File: src/rtl/cmul_rr_scheduler.sv
// -----------------------------------------------------------------------------
// cmul_rr_scheduler
//
// Shares one three-stage pipelined Q1.14 complex multiplier among NUM_REQ
// requesters. A round-robin arbiter accepts at most one operation per cycle.
// Each result leaves on a single output channel, tagged with the index of the
// requester that issued it. Results leave in acceptance order.
//
// Handshake semantics (both channels): a transfer happens on a rising edge
// where valid and ready are both high. A requester holds valid and its
// operands stable until that edge. The output channel holds out_* stable while
// out_valid is high and out_ready is low. req_ready may depend on req_valid.
//
// Ports:
//   clk, rst      single rising-edge clock, synchronous active-high reset
//   req_valid     per-requester operation valid            [NUM_REQ]
//   req_ready     per-requester accept, at most one high   [NUM_REQ]
//   req_real_a    operand A real, slice i = requester i    [NUM_REQ*DATA_WIDTH]
//   req_imag_a    operand A imaginary                      [NUM_REQ*DATA_WIDTH]
//   req_real_b    operand B real                           [NUM_REQ*DATA_WIDTH]
//   req_imag_b    operand B imaginary                      [NUM_REQ*DATA_WIDTH]
//   out_valid     result valid
//   out_ready     downstream accept
//   out_id        requester index of the result            [ID_WIDTH]
//   out_real      saturated real part of A*B               [OUTPUT_WIDTH]
//   out_imag      saturated imaginary part of A*B          [OUTPUT_WIDTH]
//   out_sat       either component was clamped
//   busy          any pipeline stage holds a valid operation
// -----------------------------------------------------------------------------
module cmul_rr_scheduler #(
  parameter int DATA_WIDTH   = 16,
  parameter int DATA_WIDTH_F = 14,
  parameter int OUTPUT_WIDTH = DATA_WIDTH,
  parameter int NUM_REQ      = 2,
  parameter int ID_WIDTH     = (NUM_REQ > 1) ? $clog2(NUM_REQ) : 1
) (
  input  logic                          clk,
  input  logic                          rst,
  input  logic [NUM_REQ-1:0]            req_valid,
  output logic [NUM_REQ-1:0]            req_ready,
  input  logic [NUM_REQ*DATA_WIDTH-1:0] req_real_a,
  input  logic [NUM_REQ*DATA_WIDTH-1:0] req_imag_a,
  input  logic [NUM_REQ*DATA_WIDTH-1:0] req_real_b,
  input  logic [NUM_REQ*DATA_WIDTH-1:0] req_imag_b,
  output logic                          out_valid,
  input  logic                          out_ready,
  output logic [ID_WIDTH-1:0]           out_id,
  output logic [OUTPUT_WIDTH-1:0]       out_real,
  output logic [OUTPUT_WIDTH-1:0]       out_imag,
  output logic                          out_sat,
  output logic                          busy
);

  localparam int PW = 2 * DATA_WIDTH;   // full product width
  localparam int FW = PW + 1;           // sum/difference width, cannot overflow
  localparam logic [ID_WIDTH:0] NUM_REQ_W = (ID_WIDTH + 1)'(NUM_REQ);

  // ---------------------------------------------------------------------------
  // State
  // ---------------------------------------------------------------------------
  logic [ID_WIDTH-1:0]            ptr_q, ptr_d;

  logic                           s1_valid_q;
  logic signed [DATA_WIDTH-1:0]   s1_ar_q, s1_ai_q, s1_br_q, s1_bi_q;
  logic [ID_WIDTH-1:0]            s1_id_q;

  logic                           s2_valid_q;
  logic signed [PW-1:0]           s2_rr_q, s2_ii_q, s2_ri_q, s2_ir_q;
  logic [ID_WIDTH-1:0]            s2_id_q;

  logic                           out_valid_q;
  logic [ID_WIDTH-1:0]            out_id_q;
  logic [OUTPUT_WIDTH-1:0]        out_real_q, out_imag_q;
  logic                           out_sat_q;

  // ---------------------------------------------------------------------------
  // Flow control
  // ---------------------------------------------------------------------------
  logic stall;
  logic accept;

  // The whole pipeline freezes while the output result is being back-pressured;
  // bubbles are carried through rather than squeezed out.
  assign stall = out_valid_q & ~out_ready;

  // ---------------------------------------------------------------------------
  // Round-robin arbiter: first valid requester at or above the pointer,
  // wrapping from NUM_REQ-1 back to 0.
  // ---------------------------------------------------------------------------
  logic                grant_found;
  logic [ID_WIDTH-1:0] grant_idx;
  logic [NUM_REQ-1:0]  grant;
  logic [ID_WIDTH:0]   cand;
  logic [ID_WIDTH:0]   next_ptr;

  always_comb begin
    grant_found = 1'b0;
    grant_idx   = '0;
    cand        = '0;
    for (int k = 0; k < NUM_REQ; k++) begin
      cand = {1'b0, ptr_q} + (ID_WIDTH + 1)'(k);
      if (cand >= NUM_REQ_W) cand = cand - NUM_REQ_W;
      if (!grant_found && req_valid[cand[ID_WIDTH-1:0]]) begin
        grant_found = 1'b1;
        grant_idx   = cand[ID_WIDTH-1:0];
      end
    end
  end

  always_comb begin
    grant = '0;
    for (int i = 0; i < NUM_REQ; i++) begin
      grant[i] = grant_found && (grant_idx == ID_WIDTH'(i));
    end
  end

  assign req_ready = grant & {NUM_REQ{~stall & ~rst}};
  assign accept    = grant_found & ~stall & ~rst;

  always_comb begin
    next_ptr = {1'b0, grant_idx} + (ID_WIDTH + 1)'(1);
    if (next_ptr >= NUM_REQ_W) next_ptr = '0;
    ptr_d = next_ptr[ID_WIDTH-1:0];
  end

  // Operand mux for the granted requester (grant is one-hot or zero).
  logic [DATA_WIDTH-1:0] sel_ar, sel_ai, sel_br, sel_bi;

  always_comb begin
    sel_ar = '0;
    sel_ai = '0;
    sel_br = '0;
    sel_bi = '0;
    for (int i = 0; i < NUM_REQ; i++) begin
      if (grant[i]) begin
        sel_ar = req_real_a[i*DATA_WIDTH +: DATA_WIDTH];
        sel_ai = req_imag_a[i*DATA_WIDTH +: DATA_WIDTH];
        sel_br = req_real_b[i*DATA_WIDTH +: DATA_WIDTH];
        sel_bi = req_imag_b[i*DATA_WIDTH +: DATA_WIDTH];
      end
    end
  end

  // ---------------------------------------------------------------------------
  // Stage 2 products (operands sign-extended to full product width)
  // ---------------------------------------------------------------------------
  logic signed [PW-1:0] ar_x, ai_x, br_x, bi_x;
  logic signed [PW-1:0] prod_rr, prod_ii, prod_ri, prod_ir;

  always_comb begin
    ar_x    = {{DATA_WIDTH{s1_ar_q[DATA_WIDTH-1]}}, s1_ar_q};
    ai_x    = {{DATA_WIDTH{s1_ai_q[DATA_WIDTH-1]}}, s1_ai_q};
    br_x    = {{DATA_WIDTH{s1_br_q[DATA_WIDTH-1]}}, s1_br_q};
    bi_x    = {{DATA_WIDTH{s1_bi_q[DATA_WIDTH-1]}}, s1_bi_q};
    prod_rr = ar_x * br_x;
    prod_ii = ai_x * bi_x;
    prod_ri = ar_x * bi_x;
    prod_ir = ai_x * br_x;
  end

  // ---------------------------------------------------------------------------
  // Stage 3: combine, rescale, saturate
  // ---------------------------------------------------------------------------
  // Returns {clamped, value}. The value fits when every bit from the output
  // sign position upward is identical; otherwise clamp by the true sign.
  function automatic logic [OUTPUT_WIDTH:0] saturate(input logic [FW-1:0] v);
    logic [FW-OUTPUT_WIDTH:0] top;
    top = v[FW-1:OUTPUT_WIDTH-1];
    if ((&top) || !(|top)) begin
      return {1'b0, v[OUTPUT_WIDTH-1:0]};
    end else if (v[FW-1]) begin
      return {1'b1, 1'b1, {(OUTPUT_WIDTH-1){1'b0}}};
    end else begin
      return {1'b1, 1'b0, {(OUTPUT_WIDTH-1){1'b1}}};
    end
  endfunction

  logic signed [FW-1:0]    re_full, im_full;
  logic signed [FW-1:0]    re_sh, im_sh;
  logic [OUTPUT_WIDTH:0]   re_sat, im_sat;

  always_comb begin
    re_full = {s2_rr_q[PW-1], s2_rr_q} - {s2_ii_q[PW-1], s2_ii_q};
    im_full = {s2_ri_q[PW-1], s2_ri_q} + {s2_ir_q[PW-1], s2_ir_q};
    // Arithmetic shift drops fraction bits toward -inf (floor).
    re_sh   = re_full >>> DATA_WIDTH_F;
    im_sh   = im_full >>> DATA_WIDTH_F;
    re_sat  = saturate(re_sh);
    im_sat  = saturate(im_sh);
  end

  // ---------------------------------------------------------------------------
  // Registers
  // ---------------------------------------------------------------------------
  always_ff @(posedge clk) begin
    if (rst) begin
      ptr_q       <= '0;
      s1_valid_q  <= 1'b0;
      s1_ar_q     <= '0;
      s1_ai_q     <= '0;
      s1_br_q     <= '0;
      s1_bi_q     <= '0;
      s1_id_q     <= '0;
      s2_valid_q  <= 1'b0;
      s2_rr_q     <= '0;
      s2_ii_q     <= '0;
      s2_ri_q     <= '0;
      s2_ir_q     <= '0;
      s2_id_q     <= '0;
      out_valid_q <= 1'b0;
      out_id_q    <= '0;
      out_real_q  <= '0;
      out_imag_q  <= '0;
      out_sat_q   <= 1'b0;
    end else begin
      if (accept) ptr_q <= ptr_d;

      if (!stall) begin
        s1_valid_q <= accept;
        if (accept) begin
          s1_ar_q <= sel_ar;
          s1_ai_q <= sel_ai;
          s1_br_q <= sel_br;
          s1_bi_q <= sel_bi;
          s1_id_q <= grant_idx;
        end

        s2_valid_q <= s1_valid_q;
        if (s1_valid_q) begin
          s2_rr_q <= prod_rr;
          s2_ii_q <= prod_ii;
          s2_ri_q <= prod_ri;
          s2_ir_q <= prod_ir;
          s2_id_q <= s1_id_q;
        end

        out_valid_q <= s2_valid_q;
        if (s2_valid_q) begin
          out_id_q   <= s2_id_q;
          out_real_q <= re_sat[OUTPUT_WIDTH-1:0];
          out_imag_q <= im_sat[OUTPUT_WIDTH-1:0];
          out_sat_q  <= re_sat[OUTPUT_WIDTH] | im_sat[OUTPUT_WIDTH];
        end
      end
    end
  end

  assign out_valid = out_valid_q;
  assign out_id    = out_id_q;
  assign out_real  = out_real_q;
  assign out_imag  = out_imag_q;
  assign out_sat   = out_sat_q;
  assign busy      = s1_valid_q | s2_valid_q | out_valid_q;

endmodule

File: config.mk
export PLATFORM = sky130hd
export DESIGN_NAME = cmul_rr_scheduler
export DESIGN_NICKNAME = d
export VERILOG_FILES = /design/src/rtl/cmul_rr_scheduler.sv
export SDC_FILE = /design/constraint.sdc
export NUM_CORES = 2
export LEC_CHECK = 0
export ABC_AREA = 1
export BUFFER_PORTS_ARGS = -buffer_cell sky130_fd_sc_hd__buf_2
export CAP_MARGIN = 20
export CORE_MARGIN = 2
export CORE_UTILIZATION = 40
export DETAILED_ROUTE_END_ITERATION = 10
export HOLD_SLACK_MARGIN = 0.15
export RECOVER_POWER = 25
export SYNTH_ARGS = -nofsm -noshare
export SYNTH_HDL_FRONTEND = slang
export SYNTH_SLANG_ARGS = --single-unit
File: constraint.sdc
create_clock -name clk -period 13.8 [get_ports clk]
set_input_delay 1.38 -clock clk [delete_from_list [all_inputs] [get_ports clk]]
set_output_delay 1.38 -clock clk [all_outputs]
set_load 0.005 [all_outputs]
* After elaboration in Yosys (flattened, before gate mapping)
Index checks and enable logic that the tools add are counted.
** Cells by class
- Mux-type cells :: 23
- Order comparisons :: 5
- Bitwise gates (word level) :: 12
- Eq/ne operators :: 0
- Reduce and logical (&&, ||, !) cells :: 15
- Multipliers :: 4
- Shift operators :: 0
- Div/mod/pow operators :: 0
- Add/sub/neg operators :: 6
** Operators with widths (number)
- 16-bit 2-to-1 mux :: 10
- 16-bit by 16-bit multiplier with 32-bit output :: 4
- 17-bit 2-to-1 mux :: 2
- 32-bit by 32-bit adder with 33-bit output :: 1
- 32-bit by 32-bit subtractor with 33-bit output :: 1
- 1-bit 2-to-1 mux :: 11
- 4-bit AND reduction :: 2
- 4-bit OR reduction :: 2
- 2-bit AND reduction :: 3
- 1-bit by 1-bit adder with 2-bit output, second input constant :: 2
- 1-bit AND :: 4
- 2-bit greater-or-equal comparator, second input constant :: 2
- 1-bit by 2-bit less-than comparator with 1-bit output, second input constant :: 2
- 1-bit inverter :: 4
- 1-bit logical AND :: 3
- 1-bit zero test :: 3
- 1-bit bitwise OR :: 3
- 2-bit AND :: 1
- 1-bit by 2-bit greater-or-equal comparator with 1-bit output, second input constant :: 1
- 1-bit logical OR :: 2
- 1-bit subtractor, second input constant :: 2
** Storage, ports and cells
- Bits in read-only memories :: 0
- Memories :: 0
- Latch bits :: 0
- Input bits :: 133
- RAM bits :: 0
- Output and inout bits :: 38
- Word-level logic and storage cells :: 83
- Bits in registers :: 232

* Depth between registers and ports, before layout
- Depth in word-level cells :: 12
- Gate-level depth with buffers :: 29
- Mapped depth without buffers :: 27

* Worst setup path before layout
No wires, ideal clock.
- Path type :: register -> register
- Start point :: reg s1_ai_q[15]
- End point :: reg s2_ir_q[29]
- Clock period less this slack :: 5853 ps
- Required time :: 13685 ps
- Path buffers :: 2
- Data arrival time :: 5737 ps
- Setup slack :: 7947 ps
- Library setup time :: 115 ps
- Cell stages (with the launch flop) :: 24
- Cells stage by stage :: dfxtp_1 > clkbuf_1 > clkbuf_1 > nand2_1 > inv_1 > fa_1 > fa_1 > fa_1 > fa_1 > fa_1 > inv_1 > fa_1 > inv_1 > ha_1 > a21oi_1 > o21ai_0 > a21oi_1 > nand3_1 > a21oi_1 > o21ai_0 > nand2_1 > nand2_1 > o21ai_0 > inv_1
** On the way
- Cells in the longest elaborated chain, start to end :: 1
** Ends and longest elaborated chain
- start: declaration :: line 64 : logic signed [DATA_WIDTH-1:0] s1_ar_q, s1_ai_q, s1_br_q, s1_bi_q;
- start signal: assignment :: line 222 : s1_ai_q <= sel_ai;
- 16-bit by 16-bit multiplier with 32-bit output :: line 158 : prod_ir = ai_x * br_x;
- end signal: assignment :: line 233 : s2_ir_q <= prod_ir;
- end: declaration :: line 68 : logic signed [PW-1:0] s2_rr_q, s2_ii_q, s2_ri_q, s2_ir_q;
No other way between the ends.
A chain may end at the register's enable or synchronous reset.

* Final worst setup path
- Start point :: in rst
- End point :: reg s1_id_q
** On the way
- Cells in the longest elaborated chain, start to end :: 3
** Ends and longest elaborated chain
- start: declaration :: line 38 : input logic rst,
- 1-bit inverter :: line 118 : assign accept = grant_found & ~stall & ~rst;
- 1-bit AND :: line 118
- 2-bit AND reduction (no source line)
- end signal: assignment :: line 225 : s1_id_q <= grant_idx;
- end: declaration :: line 65 : logic [ID_WIDTH-1:0] s1_id_q;
Parallel ways exist; a longest one is shown, timed or not.

==> reports/metrics.cfg <==
[run_status]
status = complete, but fails checks
violations = capacitance limit, slew limit

[sta]
fmax_mhz = 122.0
tns_ps = 0
clock-skew-final_ps = 51.06
tightest_slew_ps = 4137
slew_violations = 234
period_share = 0.5937
rsz0062_at_grt = false
setup_viol = 0
slew_headroom = -1.758
hold_viol_final = 0
fin_crit_ps = 8194
holdWs_ps = 474.2

[critical_path]
worstReg2RegEnd = s2_ri_q[25]
required_ps = 14230
arrival_ps = 8630
worstPathCellList = clkbuf_1, clkinvlp_2, clkbuf_1, nand2_1, o22ai_1
critical-path-top-delay-family = buffers and inverters
cp_slowest_cell = clkinvlp_2
rr_worst_depth = 17
start_kind = primary input
critPathBufInv = 3
endpoint_kind = register
critical_path.max_stage_delay_ps = 2860
critPathKind = primary input to register
crit_top_cell = clkbuf_1
r2r_start = s1_bi_q[9]
cp_max_fo = 67
regToRegSetupSlack_ps = 6860

[logic_synthesis]
yosysWarnings = 0
yosysTopAreaCell = fa_1
netlist_instances = 7269
postSynth.asyncResetShare = 0
ys_top_cells_by_count = inv_1 (2073), nand2_1 (1674), fa_1 (1048)
yosysMostFrequentCell = inv_1
ys.flop_type = dfxtp_1
ys_types = 60
synthTopCellsByArea = fa_1 (39%), inv_1 (14%), nand2_1 (12%)
synth_edf_count = 0
synth_sequential_area_ratio = 0.08550
syn_area_mm2 = 0.05432
syn_nets = 8840
synth_top_cell_area_share = 0.3862
ys_ff_latch = 232
avgSynthCellArea_um2 = 7.473

[clocking]
path_clk_slew_ps = 50
cts_buffers = 35
cts_tree = yes
root_buffer = clkbuf_16
htree_levels = 2
cts_hold_buf = 0
cts_buffer_depth = 3
post_cts_resize_count = 0
cts_setup_buffers = 0
cts.sinks = 232
clock_latency_ps = 620

[final_layout]
stdcell_count = 9022
drive_gt1_frac = 0.04835
seq_area_mm2 = 0.004652
fin_nets = 8784
multiInputGateArea_mm2 = 0.04057
fillers = 13950
area_growth_pct = 6.440

[placed_design]
io_buffers = 170
place_inst = 8957
gp_congestion = 0.9273
hpwl_um = 133500

[die]
row_count = 135
die-area_mm2 = 0.1388
die_h_um = 372.5
die_w_um = 372.5
initial_core_util = 0.4020
design.portCount = 171
core_area_mm2 = 0.1351

[drt]
vias_per_cell = 4.958
drc_errors = 0
num_vias = 44730
routed_wl_um = 167800
firstDrtPassIters = 6
ant_nets = 0
drtIter0Drc = 3134
routedWlPerCell_um = 18.60

[min_path]
hold_path_depth = 2
holdPathEnd = s2_ir_q[3]
hold_class = register to register
hold_start = s2_ir_q[3]

[run]
max-cap-violations = 4

[grt]
grt_pass1_vias = 47050
grt_use_total = 0.2497
grt_pass1_wl_um = 267100
antenna_found_initial = 5
grt_max_degree = 124
overflow = 0

## tightest hold or removal path, cell delays in order (launching register included)
cell     delay (ps)
dfxtp_1         310
nand3_1          70
nand2_1          50
## per-stage QoR
step	cell area (um2)	setup WS [ps]	util
after detailed placement	56660	6981	0.4193
after floorplan	54320	7947	-
after global routing	57810	5026	0.4278
final	57820	5606	0.4279
after global placement	56660	6998	0.4193
after CTS	57860	6936	0.4282
## cell usage in the layout, fill, tap and decap left out, types with 20 or more instances in the layout
cell type  instances
a21o_1            24
a21oi_1          271
a22o_1            53
a31oi_1           21
buf_2            140
buf_4             68
clkbuf_1          38
clkbuf_16         35
dfxtp_1          226
fa_1            1048
ha_1             390
inv_1           2070
nand2_1         1674
nand2_2           20
nand3_1          190
nand4_1           36
nor2_1           371
nor3_1            24
o211ai_1          22
o21ai_0          215
o21bai_1          27
xnor2_1           54
xor2_1            69
## area by class of cell
cell class | instances | share of cell area
Clock inverter | 18 | 0.004350
Antenna cell | 2 | 0.00008656
Clock buffer | 45 | 0.01649
Multi-Input combinational cell | 4623 | 0.7016
Sequential cell | 232 | 0.08046
Tap cell | 1781 | 0.03854
Inverter | 2080 | 0.1351
Timing Repair Buffer | 241 | 0.02337
## registers in the layout (all words and copies together) (netlist names), 32 cells and up
| signal | cells |
|---|---|
| s2_ii_q | 32 |
| s2_ir_q | 32 |
| s2_ri_q | 32 |
| s2_rr_q | 32 |
## metal layers
layer | wire length, um | GRT usage | share of wire
met1 | 73210 | 0.3329 | 0.44
met2 | 72830 | 0.3948 | 0.43
met3 | 11740 | 0.04043 | 0.070
met4 | 9976 | 0.1212 | 0.059
met5 | 42 | 0 | 0.00025
## worst max-delay path by stage
stage           startpoint          end  slack [ps]  depth (start not counted)
2_1_floorplan  s1_ai_q[15]  s2_ir_q[29]        7950                         23
3_3_place_gp    s1_bi_q[1]  s2_ri_q[25]        7000                         17
3_5_place_dp    s1_bi_q[1]  s2_ri_q[25]        6980                         17
4_1_cts         s1_bi_q[1]  s2_ri_q[25]        6940                         17
5_1_grt                rst      s1_id_q        5030                          5
6_report               rst      s1_id_q        5610                          5
## kinds of logic (layout without fill, tap and decap cells)
kind of cell	after synthesis	count (layout)	share of synthesized area
buffers and inverters	2414	2384	0.1684
and+or+nand+nor	2362	2362	0.1742
other	0	2	0
DFF	232	232	0.08550
xor gates and xnor gates	123	123	0.01983
adders and majority gates	1438	1438	0.4761
AOI/OAI and AO/OA	700	700	0.07606
Power is left out: the tool's default activity adds up to more than one toggle a clock period on the data nets, which glitch-free logic cannot reach.
